[config.mk]
export PLATFORM = sky130hd
export DESIGN_NAME = aes_cipher_iter
export DESIGN_NICKNAME = d
export VERILOG_FILES = /design/src/rtl/aes_pkg.sv /design/src/rtl/aes_enc_round.sv /design/src/rtl/aes_cipher_iter.sv
export SDC_FILE = /design/constraint.sdc
export NUM_CORES = 2
export LEC_CHECK = 0
export CORE_AREA = 5 5 643 645
export CTS_BUF_LIST = sky130_fd_sc_hd__clkbuf_8
export DETAILED_ROUTE_END_ITERATION = 7
export DIE_AREA = 0 0 648 650
export MAX_ROUTING_LAYER = met4
export SLEW_MARGIN = 20
export SYNTH_ARGS = -nofsm -noshare
export SYNTH_HDL_FRONTEND = slang
export SYNTH_SLANG_ARGS = --single-unit
[constraint.sdc]
create_clock -name clk -period 6.4 [get_ports clk]
set_input_delay 0.64 -clock clk [delete_from_list [all_inputs] [get_ports clk]]
set_output_delay 0.64 -clock clk [all_outputs]
set_load 0.01 [all_outputs]
[src/rtl/aes_pkg.sv]
// AES-128/192/256 round primitives shared by the iterative cipher: S-box,
// state typedef and the four FIPS-197 round transforms.
package aes_pkg;

  // Column-major state: s[c][r], byte 0 of the block is s[0][0] in the MSBs.
  typedef logic [0:3][0:3][7:0] state_t;

  localparam logic [7:0] SBOX [256] = '{
    8'h63, 8'h7c, 8'h77, 8'h7b, 8'hf2, 8'h6b, 8'h6f, 8'hc5, 8'h30, 8'h01, 8'h67, 8'h2b, 8'hfe, 8'hd7, 8'hab, 8'h76,
    8'hca, 8'h82, 8'hc9, 8'h7d, 8'hfa, 8'h59, 8'h47, 8'hf0, 8'had, 8'hd4, 8'ha2, 8'haf, 8'h9c, 8'ha4, 8'h72, 8'hc0,
    8'hb7, 8'hfd, 8'h93, 8'h26, 8'h36, 8'h3f, 8'hf7, 8'hcc, 8'h34, 8'ha5, 8'he5, 8'hf1, 8'h71, 8'hd8, 8'h31, 8'h15,
    8'h04, 8'hc7, 8'h23, 8'hc3, 8'h18, 8'h96, 8'h05, 8'h9a, 8'h07, 8'h12, 8'h80, 8'he2, 8'heb, 8'h27, 8'hb2, 8'h75,
    8'h09, 8'h83, 8'h2c, 8'h1a, 8'h1b, 8'h6e, 8'h5a, 8'ha0, 8'h52, 8'h3b, 8'hd6, 8'hb3, 8'h29, 8'he3, 8'h2f, 8'h84,
    8'h53, 8'hd1, 8'h00, 8'hed, 8'h20, 8'hfc, 8'hb1, 8'h5b, 8'h6a, 8'hcb, 8'hbe, 8'h39, 8'h4a, 8'h4c, 8'h58, 8'hcf,
    8'hd0, 8'hef, 8'haa, 8'hfb, 8'h43, 8'h4d, 8'h33, 8'h85, 8'h45, 8'hf9, 8'h02, 8'h7f, 8'h50, 8'h3c, 8'h9f, 8'ha8,
    8'h51, 8'ha3, 8'h40, 8'h8f, 8'h92, 8'h9d, 8'h38, 8'hf5, 8'hbc, 8'hb6, 8'hda, 8'h21, 8'h10, 8'hff, 8'hf3, 8'hd2,
    8'hcd, 8'h0c, 8'h13, 8'hec, 8'h5f, 8'h97, 8'h44, 8'h17, 8'hc4, 8'ha7, 8'h7e, 8'h3d, 8'h64, 8'h5d, 8'h19, 8'h73,
    8'h60, 8'h81, 8'h4f, 8'hdc, 8'h22, 8'h2a, 8'h90, 8'h88, 8'h46, 8'hee, 8'hb8, 8'h14, 8'hde, 8'h5e, 8'h0b, 8'hdb,
    8'he0, 8'h32, 8'h3a, 8'h0a, 8'h49, 8'h06, 8'h24, 8'h5c, 8'hc2, 8'hd3, 8'hac, 8'h62, 8'h91, 8'h95, 8'he4, 8'h79,
    8'he7, 8'hc8, 8'h37, 8'h6d, 8'h8d, 8'hd5, 8'h4e, 8'ha9, 8'h6c, 8'h56, 8'hf4, 8'hea, 8'h65, 8'h7a, 8'hae, 8'h08,
    8'hba, 8'h78, 8'h25, 8'h2e, 8'h1c, 8'ha6, 8'hb4, 8'hc6, 8'he8, 8'hdd, 8'h74, 8'h1f, 8'h4b, 8'hbd, 8'h8b, 8'h8a,
    8'h70, 8'h3e, 8'hb5, 8'h66, 8'h48, 8'h03, 8'hf6, 8'h0e, 8'h61, 8'h35, 8'h57, 8'hb9, 8'h86, 8'hc1, 8'h1d, 8'h9e,
    8'he1, 8'hf8, 8'h98, 8'h11, 8'h69, 8'hd9, 8'h8e, 8'h94, 8'h9b, 8'h1e, 8'h87, 8'he9, 8'hce, 8'h55, 8'h28, 8'hdf,
    8'h8c, 8'ha1, 8'h89, 8'h0d, 8'hbf, 8'he6, 8'h42, 8'h68, 8'h41, 8'h99, 8'h2d, 8'h0f, 8'hb0, 8'h54, 8'hbb, 8'h16
  };

  function automatic logic [7:0] sbox(input logic [7:0] b);
    return SBOX[b];
  endfunction

  function automatic logic [7:0] xtime(input logic [7:0] b);
    return {b[6:0], 1'b0} ^ (b[7] ? 8'h1b : 8'h00);
  endfunction

  function automatic state_t sub_bytes(input state_t s);
    state_t o;
    for (int c = 0; c < 4; c++)
      for (int r = 0; r < 4; r++)
        o[c][r] = sbox(s[c][r]);
    return o;
  endfunction

  // Row r rotates left by r columns.
  function automatic state_t shift_rows(input state_t s);
    state_t o;
    for (int c = 0; c < 4; c++)
      for (int r = 0; r < 4; r++)
        o[c][r] = s[(c + r) % 4][r];
    return o;
  endfunction

  function automatic state_t mix_columns(input state_t s);
    state_t o;
    logic [7:0] a0, a1, a2, a3;
    for (int c = 0; c < 4; c++) begin
      a0 = s[c][0];
      a1 = s[c][1];
      a2 = s[c][2];
      a3 = s[c][3];
      o[c][0] = xtime(a0) ^ xtime(a1) ^ a1 ^ a2 ^ a3;
      o[c][1] = a0 ^ xtime(a1) ^ xtime(a2) ^ a2 ^ a3;
      o[c][2] = a0 ^ a1 ^ xtime(a2) ^ xtime(a3) ^ a3;
      o[c][3] = xtime(a0) ^ a0 ^ a1 ^ a2 ^ xtime(a3);
    end
    return o;
  endfunction

  function automatic state_t add_round_key(input state_t s, input state_t k);
    return s ^ k;
  endfunction

endpackage

[src/rtl/aes_enc_round.sv]
// One combinational AES encryption round; final_round drops MixColumns.
module aes_enc_round
  import aes_pkg::*;
(
  input  logic [127:0] state_in,
  input  logic [127:0] round_key,
  input  logic         final_round,
  output logic [127:0] state_out
);

  state_t shifted;
  state_t mixed;

  always_comb begin
    shifted   = shift_rows(sub_bytes(state_t'(state_in)));
    mixed     = final_round ? shifted : mix_columns(shifted);
    state_out = add_round_key(mixed, state_t'(round_key));
  end

endmodule

[src/rtl/aes_cipher_iter.sv]
// Iterative AES encryptor, one round per cycle, valid/ready on both sides.
// Define AES_CIPHER_CT_CLEAR_EN to force ct to zero whenever out_valid is low.
module aes_cipher_iter
  import aes_pkg::*;
#(
  parameter int Nk = 4,
  parameter int Nr = Nk + 6
) (
  input  logic         clk,
  input  logic         rst_n,
  input  logic         in_valid,
  output logic         in_ready,
  input  logic [127:0] pt,
  input  logic [31:0]  rkey [4*(Nr+1)],
  output logic         out_valid,
  input  logic         out_ready,
  output logic [127:0] ct
);

  localparam int             CW         = $clog2(Nr + 1);
  localparam logic [CW-1:0]  LAST_ROUND = CW'(Nr);

  typedef enum logic [1:0] {IDLE, BUSY, DONE} fsm_t;

  fsm_t          fsm, fsm_nxt;
  logic [CW-1:0] round_cnt;
  state_t        state_q;
  state_t        init_state;
  logic [127:0]  round_key;
  logic [127:0]  round_out;
  logic          accept;
  logic          final_round;

  assign final_round = (round_cnt == LAST_ROUND);
  assign accept      = in_valid & in_ready;

  // Round r uses schedule words 4r..4r+3; the word index is {r, j}.
  assign round_key  = {rkey[{round_cnt, 2'd0}], rkey[{round_cnt, 2'd1}],
                       rkey[{round_cnt, 2'd2}], rkey[{round_cnt, 2'd3}]};
  assign init_state = add_round_key(state_t'(pt),
                                    state_t'({rkey[0], rkey[1], rkey[2], rkey[3]}));

  aes_enc_round u_round (
    .state_in    (state_q),
    .round_key   (round_key),
    .final_round (final_round),
    .state_out   (round_out)
  );

  always_ff @(posedge clk or negedge rst_n) begin
    if (!rst_n) fsm <= IDLE;
    else        fsm <= fsm_nxt;
  end

  always_comb begin
    fsm_nxt   = fsm;
    in_ready  = 1'b0;
    out_valid = 1'b0;
    case (fsm)
      IDLE: begin
        in_ready = 1'b1;
        if (in_valid) fsm_nxt = BUSY;
      end
      BUSY: begin
        if (final_round) fsm_nxt = DONE;
      end
      DONE: begin
        out_valid = 1'b1;
        in_ready  = out_ready;
        if (out_ready) fsm_nxt = in_valid ? BUSY : IDLE;
      end
      default: fsm_nxt = IDLE;
    endcase
  end

  // Round datapath: load on accept, advance while busy, hold otherwise.
  always_ff @(posedge clk or negedge rst_n) begin
    if (!rst_n) begin
      state_q   <= '0;
      round_cnt <= '0;
    end else if (accept) begin
      state_q   <= init_state;
      round_cnt <= CW'(1);
    end else if (fsm == BUSY) begin
      state_q <= state_t'(round_out);
      if (!final_round) round_cnt <= round_cnt + CW'(1);
    end
  end

`ifdef AES_CIPHER_CT_CLEAR_EN
  assign ct = out_valid ? state_q : '0;
`else
  assign ct = state_q;
`endif

endmodule

==> key figures <==
Routing
  • Iter 0 DRT Violations: between 15k and 20k
  • # DRC: 15
  • Final WL: 758900 µm
  • Number of detailed-route iterations in the first pass: 8
  • Vias per cell: around 6.1
  • Routed WL per cell: between 40 and 50 µm
  • Vias post-DR: roughly 110k
  • Antenna viol nets, final: 0

Placed design
  • Port Buf Inserts: 1669
  • Placed instance area: 0.1025 mm²
  • Inst Count DP: ~17k
  • RePlAce Congestion: about 1.1
  • Hpwl dp: 620300 µm

Die
  • Top-Level Pins: about 1.7k
  • Height of the die: approximately 650 µm
  • Initial core utilization: between 10% and 20%
  • Row cnt: 235
  • Die Footprint: roughly 0.42 mm²
  • Core Area: slightly above 0.4 mm²
  • Die X: 648 µm

Timing
  • RSZ-0062 raised after global routing: false
  • Final hold violation count: 0
  • Final min period: ~5.7 ns
  • Sum Neg Setup Slack: 0 ns
  • Clk_skew: approximately 0.046 ns
  • Max Clk Rate: about 170 MHz
  • Slew Viols, Final: 0
  • Worst-Margin Slew: between 1 and 1.5 ns
  • Fin crit share: about nine tenths
  • Final setup violation count: 0
  • Slew headroom: 13.13%

Cells and area
  • Most common cell after layout, fill and taps aside: clkdlybuf4s50_1
  • Layout Nets: roughly 13k
  • Commonest cells after routing, fill and taps aside: clkdlybuf4s50_1 (1668), o21ai_0 (958), nand2_1 (943)
  • Share of layout cells above drive strength 1: about an eighth
  • Design area: approximately 0.10 mm²
  • Layout Cells excl Fill: roughly 18k
  • Layout area overhead: 29.47%
  • Core Util, Final: between 20% and 30%

Setup path
  • Crit Path Class: reg -> reg
  • Worst reg-to-reg setup slack: ~0.66 ns
  • Worst endpoint required time: around 6.9 ns
  • Worst EP arrival: about 6.3 ns
  • Setup crit end kind: flip-flop
  • Crit Path Max Fanout: 13
  • Crit start category: flip-flop

Clock tree
  • CTS tree: done
  • Hold buffer count at CTS: 0
  • Worst-Skew Late Latency: 0.69 ns
  • Htree depth: 4
  • Post-CTS setup buffers: 0
  • Clk root buf: clkbuf_8
  • Clk sinks: between 100 and 150
  • Num CTS Buffers: 17
  • CTS max path bufs: 2
  • Post_cts resized: 0
  • Clock slew at reported path FFs: 0.10 ns

GRT
  • First-pass GRT wire length: about 980000 µm
  • Vias in the first global route: 97.58k
  • All-Layer GR Usage: 35.03%
  • Total gr overflow: 0
  • Pin count of the biggest net entering global routing: between 100 and 150
  • Initial antenna violation count: ~340

Logic synthesis
  • Mean Syn Cell Area: between 7 and 8 µm²
  • Post-synth EDFFs: 0
  • Register area share after synthesis: between 4 and 5%
  • Async SR Flop Fraction: 100.0%
  • Syn nets: approximately 13k
  • Post-synth cell types: 131
  • Main synth FF type: dfrtp_1
  • Synth warn: 0
  • Synth Register Bits: around 130
  • Post-synthesis cell count: roughly 11k
  • Synth Cell Area: 0.08027 mm²

Run status
  • Run status: complete, but fails checks
  • Failing checks: DRC

Hold path
  • Hold WC Path Type: in -> async

Job
  • Maxcap violations: 0
path summary, 6_finish.rpt:
path / start / to / cells after the start
setup / recovery: ct[64] / ct[37] / 13
hold / removal: rst_n / ct[18] / 1
setup reg to reg: ct[64] / ct[37] / 13
hold reg to reg: ct[39] / ct[39] / 2
max in group asynchronous: rst_n / ct[106] / 2
min in group clk: ct[39] / ct[39] / 2
area by class of cell:
type | count | area [µm²]
well taps | 5451 | 6820
repair buffers | 2222 | 21280
clock buffers | 17 | 234.0
flip-flops and latches | 134 | 3481
clock inverters | 15 | 209.0
fillers | 45380 | 303600
diodes | 347 | 868.3
multi-input cells | 9140 | 70260
inverters | 206 | 773.2
worst max-delay path: stages (launching register included):
cell,delay [ns]
dfrtp_1,0.36
clkinv_1,0.50
ha_1,0.99
buf_4,0.28
nor2b_1,0.59
or2_2,0.28
mux4_2,0.25
mux2i_1,0.08
a221o_1,0.36
o21ai_1,0.49
xnor2_1,0.36
xnor3_1,0.44
o21ai_0,0.40
o21ai_0,0.18
Yosys cell counts, types with 39 or more instances:
master / number / area share, %
a2111oi_0: 47 / 0.51
a211o_1: 52 / 0.57
a211oi_1: 179 / 1.7
a21boi_0: 48 / 0.45
a21o_1: 71 / 0.66
a21oi_1: 728 / 4.5
a221oi_1: 135 / 1.5
a22oi_1: 57 / 0.53
a311o_1: 39 / 0.49
a311oi_1: 150 / 1.6
a31oi_1: 184 / 1.4
and2_1: 92 / 0.72
and3_1: 71 / 0.55
buf_1: 139 / 0.65
buf_2: 446 / 2.8
buf_4: 69 / 0.65
clkbuf_1: 672 / 3.1
dfrtp_1: 134 / 4.2
ha_1: 229 / 3.6
inv_1: 170 / 0.79
mux2_2: 61 / 0.86
mux2i_1: 258 / 3.2
mux4_2: 547 / 15
nand2_1: 946 / 4.4
nand2b_1: 323 / 2.5
nand3_1: 259 / 1.6
nor2_1: 610 / 2.9
nor2b_1: 294 / 2.3
nor3_1: 278 / 1.7
nor3b_1: 67 / 0.63
o2111ai_1: 52 / 0.57
o211ai_1: 284 / 2.7
o21ai_0: 1002 / 6.2
o221ai_1: 98 / 1.1
o22ai_1: 62 / 0.48
o311a_1: 58 / 0.72
o311ai_0: 151 / 1.6
o31ai_1: 98 / 0.92
o32ai_1: 39 / 0.43
or2_2: 100 / 0.78
or3_1: 54 / 0.42
xnor2_1: 464 / 5.1
xnor3_1: 68 / 1.9
xor2_1: 256 / 2.8
kinds of logic (layout without fill, tap and decap cells):
group	after synthesis	in the layout	share of synthesized area, %
xor gates and xnor gates	798	798	9.995
and+or+nand+nor	3265	3265	20.18
adders and majority gates	230	230	3.582
DFF	134	134	4.177
AOI/OAI and AO/OA	3968	3968	33.83
buffers and inverters	1558	2460	8.528
other	0	347	0
muxes	879	879	19.71
flip-flops by register name (all words and copies together), names as in the netlist:
| register | count |
|---|---|
| fsm | 2 |
| ct | 128 |
| round_cnt | 4 |
layer usage:
metal | track usage (%) | share of wire, % | vias up
met4 | 26.38 | 9.9 | 0
met3 | 12.57 | 13 | 1928
met1 | 41.24 | 37 | 52810
li1 | - | - | 43660
met2 | 48.30 | 40 | 8965
met5 | - | 0 | -
per-stage QoR:
| stage | hold WS [ns] | setup slack (ns) |
|---|---|---|
| final | 0.03933 | 0.6605 |
| after global routing | 0.07214 | 0.7246 |
| after CTS | 0.004691 | 0.8220 |
| after detailed placement | 0.5306 | 0.8403 |
| after global placement | 0.5142 | 0.7588 |
| after floorplan | 0.3444 | 2.057 |
Power is not shown: default switching activity piles up to over one toggle a cycle in this logic, so the estimate is an artifact.
